<file path="src/rtl/seg7_pkg.sv">
// rtl/seg7_pkg.sv - glyph constants and nibble-to-glyph decode for the 7-segment scan driver
package seg7_pkg;

    // Segment patterns, bit6..bit0 = g..a, active-low
    localparam logic [6:0] GLYPH_0     = 7'b1000000;
    localparam logic [6:0] GLYPH_1     = 7'b1111001;
    localparam logic [6:0] GLYPH_2     = 7'b0100100;
    localparam logic [6:0] GLYPH_3     = 7'b0110000;
    localparam logic [6:0] GLYPH_4     = 7'b0011001;
    localparam logic [6:0] GLYPH_5     = 7'b0010010;
    localparam logic [6:0] GLYPH_6     = 7'b0000010;
    localparam logic [6:0] GLYPH_7     = 7'b1111000;
    localparam logic [6:0] GLYPH_8     = 7'b0000000;
    localparam logic [6:0] GLYPH_9     = 7'b0010000;
    localparam logic [6:0] GLYPH_A     = 7'b0001000;
    localparam logic [6:0] GLYPH_B     = 7'b0000011;
    localparam logic [6:0] GLYPH_C     = 7'b1000110;
    localparam logic [6:0] GLYPH_D     = 7'b0100001;
    localparam logic [6:0] GLYPH_E     = 7'b0000110;
    localparam logic [6:0] GLYPH_F     = 7'b0001110;
    localparam logic [6:0] GLYPH_BLANK = 7'b1111111;
    localparam logic [6:0] GLYPH_ERR   = GLYPH_E;

    // Decimal digits always decode; 10..15 are letters in hex mode, otherwise the error glyph
    function automatic logic [6:0] nibble_to_glyph(input logic [3:0] nibble, input logic hex_mode);
        logic [6:0] g;
        case (nibble)
            4'h0:    g = GLYPH_0;
            4'h1:    g = GLYPH_1;
            4'h2:    g = GLYPH_2;
            4'h3:    g = GLYPH_3;
            4'h4:    g = GLYPH_4;
            4'h5:    g = GLYPH_5;
            4'h6:    g = GLYPH_6;
            4'h7:    g = GLYPH_7;
            4'h8:    g = GLYPH_8;
            4'h9:    g = GLYPH_9;
            4'hA:    g = hex_mode ? GLYPH_A : GLYPH_ERR;
            4'hB:    g = hex_mode ? GLYPH_B : GLYPH_ERR;
            4'hC:    g = hex_mode ? GLYPH_C : GLYPH_ERR;
            4'hD:    g = hex_mode ? GLYPH_D : GLYPH_ERR;
            4'hE:    g = hex_mode ? GLYPH_E : GLYPH_ERR;
            default: g = hex_mode ? GLYPH_F : GLYPH_ERR;
        endcase
        return g;
    endfunction

endpackage

</file>
<file path="src/rtl/seg7_glyph.sv">
// rtl/seg7_glyph.sv - combinational nibble to segment-pattern decoder with blanking
import seg7_pkg::*;

module seg7_glyph (
    input  logic [3:0] nibble,
    input  logic       hex_mode,
    input  logic       blank,
    output logic [6:0] glyph
);

    // Blanking overrides whatever the nibble would decode to
    always_comb begin
        glyph = nibble_to_glyph(nibble, hex_mode);
        if (blank) begin
            glyph = GLYPH_BLANK;
        end
    end

endmodule

</file>
<file path="src/rtl/seg7_scan_driver.sv">
// rtl/seg7_scan_driver.sv - time-multiplexed N-digit common-anode 7-segment display driver
import seg7_pkg::*;

module seg7_scan_driver #(
    parameter int NUM_DIGITS = 4,
    parameter int SCAN_DIV   = 50000,
    parameter int GUARD      = 2,
    parameter bit HEX_MODE   = 1'b1
) (
    input  logic                      clk,
    input  logic                      rst,
    input  logic [4*NUM_DIGITS-1:0]   value,
    input  logic [NUM_DIGITS-1:0]     dp_in,
    input  logic                      load,
    input  logic                      blank_lz,
    input  logic                      enable,
    output logic [6:0]                seg,
    output logic                      dp,
    output logic [NUM_DIGITS-1:0]     an,
    output logic                      frame_start
);

    localparam int CNT_W = (SCAN_DIV > 1) ? $clog2(SCAN_DIV) : 1;
    localparam int IDX_W = (NUM_DIGITS > 1) ? $clog2(NUM_DIGITS) : 1;
    localparam logic [CNT_W-1:0] CNT_LAST  = CNT_W'(SCAN_DIV - 1);
    localparam logic [CNT_W-1:0] GUARD_CNT = CNT_W'(GUARD);
    localparam logic [IDX_W-1:0] IDX_LAST  = IDX_W'(NUM_DIGITS - 1);

    // Scan position
    logic [CNT_W-1:0]          cnt_q, cnt_d;
    logic [IDX_W-1:0]          idx_q, idx_d;
    logic                      slot_end;
    logic                      frame_wrap;

    // Shadow set (written by load) and active set (drives the display)
    logic [4*NUM_DIGITS-1:0]   shadow_val_q, shadow_val_d;
    logic [NUM_DIGITS-1:0]     shadow_dp_q, shadow_dp_d;
    logic                      pending_q, pending_d;
    logic [4*NUM_DIGITS-1:0]   active_val_q, active_val_d;
    logic [NUM_DIGITS-1:0]     active_dp_q, active_dp_d;

    // Digit selection and leading-zero mask
    logic [NUM_DIGITS-1:0]     lz_mask;
    logic                      zero_run;
    logic [3:0]                cur_nibble;
    logic                      cur_dp;
    logic                      cur_blank;
    logic [6:0]                cur_glyph;

    // Registered outputs
    logic                      frame_wrap_q, frame_wrap_d;
    logic                      frame_start_q, frame_start_d;
    logic [6:0]                seg_q, seg_d;
    logic                      dp_q, dp_d;
    logic [NUM_DIGITS-1:0]     an_q, an_d;

    // Divider and digit index; the last slot of the last digit is the frame wrap
    always_comb begin
        slot_end   = (cnt_q == CNT_LAST);
        frame_wrap = slot_end && (idx_q == IDX_LAST);
        cnt_d      = cnt_q + CNT_W'(1);
        idx_d      = idx_q;
        if (slot_end) begin
            cnt_d = '0;
            idx_d = (idx_q == IDX_LAST) ? '0 : idx_q + IDX_W'(1);
        end
    end

    // Double buffering: loads land in the shadow and are promoted only at frame wrap,
    // except a load coinciding with the wrap, which goes straight to the active set
    always_comb begin
        shadow_val_d = shadow_val_q;
        shadow_dp_d  = shadow_dp_q;
        pending_d    = pending_q;
        active_val_d = active_val_q;
        active_dp_d  = active_dp_q;
        if (frame_wrap) begin
            pending_d = 1'b0;
            if (load) begin
                active_val_d = value;
                active_dp_d  = dp_in;
            end else if (pending_q) begin
                active_val_d = shadow_val_q;
                active_dp_d  = shadow_dp_q;
            end
        end else if (load) begin
            shadow_val_d = value;
            shadow_dp_d  = dp_in;
            pending_d    = 1'b1;
        end
    end

    // Leading-zero mask from the top digit down, then select the digit being scanned
    always_comb begin
        zero_run   = 1'b1;
        lz_mask    = '0;
        cur_nibble = 4'h0;
        cur_dp     = 1'b0;
        cur_blank  = 1'b0;
        for (int k = NUM_DIGITS - 1; k >= 0; k--) begin
            zero_run   = zero_run && (active_val_q[4*k +: 4] == 4'h0);
            lz_mask[k] = blank_lz && zero_run && (k != 0);
        end
        for (int k = 0; k < NUM_DIGITS; k++) begin
            if (idx_q == IDX_W'(k)) begin
                cur_nibble = active_val_q[4*k +: 4];
                cur_dp     = active_dp_q[k];
                cur_blank  = lz_mask[k];
            end
        end
    end

    seg7_glyph u_glyph (
        .nibble   (cur_nibble),
        .hex_mode (HEX_MODE),
        .blank    (cur_blank),
        .glyph    (cur_glyph)
    );

    // Output stage: one cycle behind the scan position; anodes dark during the guard
    // interval so the previous digit's segments never ghost onto the new anode.
    // A blanked digit keeps its dp only when its own dp bit asks for it, which is
    // exactly the dp bit itself.
    always_comb begin
        seg_d         = cur_glyph;
        dp_d          = ~cur_dp;
        an_d          = '1;
        frame_wrap_d  = frame_wrap;
        frame_start_d = frame_wrap_q;
        for (int k = 0; k < NUM_DIGITS; k++) begin
            if (enable && (cnt_q >= GUARD_CNT) && (idx_q == IDX_W'(k))) begin
                an_d[k] = 1'b0;
            end
        end
    end

    // State registers with synchronous active-high reset
    always_ff @(posedge clk) begin
        if (rst) begin
            cnt_q         <= '0;
            idx_q         <= '0;
            shadow_val_q  <= '0;
            shadow_dp_q   <= '0;
            pending_q     <= 1'b0;
            active_val_q  <= '0;
            active_dp_q   <= '0;
            frame_wrap_q  <= 1'b0;
            frame_start_q <= 1'b0;
            seg_q         <= GLYPH_BLANK;
            dp_q          <= 1'b1;
            an_q          <= '1;
        end else begin
            cnt_q         <= cnt_d;
            idx_q         <= idx_d;
            shadow_val_q  <= shadow_val_d;
            shadow_dp_q   <= shadow_dp_d;
            pending_q     <= pending_d;
            active_val_q  <= active_val_d;
            active_dp_q   <= active_dp_d;
            frame_wrap_q  <= frame_wrap_d;
            frame_start_q <= frame_start_d;
            seg_q         <= seg_d;
            dp_q          <= dp_d;
            an_q          <= an_d;
        end
    end

    assign seg         = seg_q;
    assign dp          = dp_q;
    assign an          = an_q;
    assign frame_start = frame_start_q;

endmodule
</file>
<file path="config.mk">
export PLATFORM = sky130hd
export DESIGN_NAME = seg7_scan_driver
export DESIGN_NICKNAME = d
export VERILOG_FILES = /design/src/rtl/seg7_pkg.sv /design/src/rtl/seg7_glyph.sv /design/src/rtl/seg7_scan_driver.sv
export SDC_FILE = /design/constraint.sdc
export NUM_CORES = 1
export LEC_CHECK = 0
export BUFFER_PORTS_ARGS = -buffer_cell sky130_fd_sc_hd__clkbuf_2
export CORE_ASPECT_RATIO = 2
export CORE_MARGIN = 4
export CORE_UTILIZATION = 35
export DETAILED_ROUTE_END_ITERATION = 12
export SLEW_MARGIN = 20
export SYNTH_ARGS = -nofsm -noshare
export SYNTH_HDL_FRONTEND = slang
export SYNTH_SLANG_ARGS = --single-unit
export TNS_END_PERCENT = 20
</file>
<file path="constraint.sdc">
create_clock -name clk -period 4.35 [get_ports clk]
set_input_delay 0.6525 -clock clk [delete_from_list [all_inputs] [get_ports clk]]
set_output_delay 0.6525 -clock clk [all_outputs]
set_load 0.01 [all_outputs]
</file>
==> impl_results.md <==
* Status: completed
* CTS tree: done
* Ys Warns at 0
* Number of global-route vias before repair at between 2000 and 3000
* WL per Instance at 14.8 um
* Hold_buf cts at 0
* Total CTS buffers at 9
* Cell variety after synth at between 40 and 50
* Final setup margin at 1.71 ns
* Dominant synthesized flop cell: dfxtp_1
* Final ANT Viol Nets at 0
* # port buffers at 37
* Max-slew headroom at 0.477
* DRT iter0 DRCs at 107
* Post-CTS setup buffers at 0
* Peak Freq at between 300 and 400 MHz
* # diodes at 0
* Post-Syn Area at 3370 sq um
* Clock-pin slew on the worst setup and hold paths at 0.06 ns
* Sw Share at 0.215
* CTS resizes at 0
* Design Area, Final at 3920 sq um
* Worst setup SP type: flip-flop
* RD Place Congestion at about 0.82
* Crit end category: flip-flop
* CTS max path bufs at 2
* Layout cells sized above 1 at 0.206
* Pint at 0.00120 W
* Final worst-path cycle share at 0.606
* Dpl cell area at approximately 3600 sq um
* Hold Slack at roughly 0.48 ns
* Hpwl dp at between 5000 and 6000 um
* Post-synthesis net count at approximately 380
* Hold Crit Class: reg -> reg
* Clock network fraction of total power at 0.487
* Number of synthesized flops with an enable pin at 0
* Total global routing track utilization at 0.137
* Setup CP Type: reg -> reg
* Max Slew Vio Count at 0
* Drt drc at 0
* RSZ-0062 raised after global routing: false
* CTS Root Cell: clkbuf_16
* Final core occ at 0.418
* Nets at roughly 420
* Area growth syn-to-layout at 16.3%
* # setup viols final at 0
* Vias at 2605
* Die area at about 11000 sq um
* Area of the core at ~9400 sq um
* Switch Pwr at around 0.00033 W
* Die Height at ~150 um
* CP max FO at 19
* Comb pwr share at 0.058
* Worst clock skew at ~0.0079 ns
* P_leak at around 1.5 nW
* Via density at 5.28
* Max IR drop VDD at approximately 0.2 mV
* CTS Sinks at 73
* Post-Place Setup Slack at between 1.5 and 2 ns
* Crit path DAT at roughly 2.9 ns
* FF+latch count, synth at 73
* Cells after Synth at ~350
* Pwr dens at 390 nW/um^2
* Critical Path RT at ~4.6 ns
* Final Hold Fails at 0
* Syn avg cell area at 9.56 sq um
* Post-synthesis async set-or-reset flop share at 0
* Largest net degree at the start of global routing at slightly below 50
* Register area share after synthesis at 0.433
* Setup TNS at 0 ns
* GRT overflow at 0
* Fillers at approximately 930
* Latest clock arrival within the worst-skew pair at 0.33 ns
* Max-cap viol count at 0
* I/O pin cnt at 38
* Reg power frac at 0.455
* Initial Util at 0.360
* Worst slew pin tran at roughly 0.8 ns
* WL final at between 7000 and 8000 um
* Initial antenna violation count at 0
* First-pass GRT wire length at between 10000 and 15000 um
* Row count at 50
* CTS H-tree depth at 3
* Period minus WS final at about 2.6 ns
* Pre-Repair DR Iteration Count at 4
* Die W at around 77 um
-- cell families (layout without fill, tap and decap cells) --
family          after synthesis  after routing  share of synthesized area
xor+xnor                     15             15                     0.0389
compound gates               58             58                      0.154
fa+ha+maj                     6              6                     0.0222
flops                        73             73                      0.433
simple gates                130            130                      0.188
mux                          41             41                      0.122
buf+inv                      30             66                     0.0426
-- through the flow --
step           power, W  instances
5_1_grt         0.00159        493
3_3_place_gp   0.000799        476
4_1_cts         0.00155        492
2_1_floorplan  0.000771        353
6_report        0.00153        493
3_5_place_dp   0.000802        476
-- synth_stat cells (5+ instances only) --
cell type | instances | area (sq um)
inv_1 | 9 | 33.8
xor2_1 | 5 | 43.8
buf_2 | 7 | 35.0
nor2_1 | 64 | 240
xnor2_1 | 10 | 87.6
o21ai_0 | 9 | 45.0
a21oi_1 | 8 | 40.0
ha_1 | 6 | 75.1
nand2_1 | 13 | 48.8
a211oi_2 | 20 | 250
mux2i_1 | 41 | 410
dfxtp_1 | 73 | 1460
nand3_1 | 11 | 55.1
buf_4 | 6 | 45.0
clkbuf_1 | 7 | 26.3
nor4_1 | 9 | 56.3
nand3b_1 | 5 | 37.5
-- worst paths after layout --
check,cells past startpoint,slack [ns],to,start
worst max register to register,7,1.71,seg[1]$_SDFF_PP1_,idx_q[0]$_SDFFE_PP0N_
worst min register to register,1,0.48,cnt_q[0]$_SDFF_PP0_,cnt_q[0]$_SDFF_PP0_
worst max-delay path,7,1.71,seg[1]$_SDFF_PP1_,idx_q[0]$_SDFFE_PP0N_
worst min-delay path,1,0.48,cnt_q[0]$_SDFF_PP0_,cnt_q[0]$_SDFF_PP0_
-- flip-flops by register name, indices dropped and copies added (netlist names) --
signal,cells
shadow_val_q,16
cnt_q,16
dp,1
seg,7
active_val_q,16
an,4
idx_q,2
frame_start,1
shadow_dp_q,4
active_dp_q,4
pending_q,1
frame_start_d,1
-- power by group through the flow --
stage	Sequential (W)	Clock, W	Combinational (W)
after CTS	0.000696	0.000760	0.0000915
after global routing	0.000698	0.000793	0.000100
after detailed placement	0.000711	0	0.0000910
after global placement	0.000710	0	0.0000890
after floorplan	0.000711	0	0.0000603
final	0.000696	0.000744	0.0000888
-- placed cells by master, fill, tap and decap left out, drive strengths merged, types with 2 or more instances in the layout --
cell / n
nor4: 10
nand3b: 5
mux2i: 41
ha: 6
nor3b: 4
clkbuf: 50
o211ai: 2
and3: 4
nor2b: 2
xnor2: 10
a211oi: 24
a21oi: 8
xor2: 5
a221o: 4
dfxtp: 73
nand4: 3
inv: 9
buf: 3
a221oi: 3
nor3: 3
and2: 4
nand3: 11
a31oi: 2
nand2b: 4
clkinv: 2
o21ai: 9
nor2: 64
nand2: 13
-- worst max-delay path: stages (launching register included) --
cell      delay [ns]
dfxtp_1         0.37
ha_1            0.57
a211oi_1        0.09
a221oi_1        0.61
clkbuf_2        0.29
nand2b_1        0.20
o21ai_0         0.09
a221o_1         0.29
-- area by class of cell --
type / instances / area (sq um) / share of cell area
inverters: 9 / 33.8 / 0.00861
well taps: 104 / 130 / 0.0332
clock inverters: 4 / 51.3 / 0.0131
multi-input cells: 250 / 1780 / 0.453
repair buffers: 41 / 213 / 0.0542
clock buffers: 12 / 256 / 0.0654
flip-flops and latches: 73 / 1460 / 0.372
-- routing by layer --
metal	GRT usage	routed length, um
met1	0.132	2710
met5	0	0
met2	0.263	4180
met4	0.0686	183
met3	0.0350	208
Power figures use the tool's default switching activity.
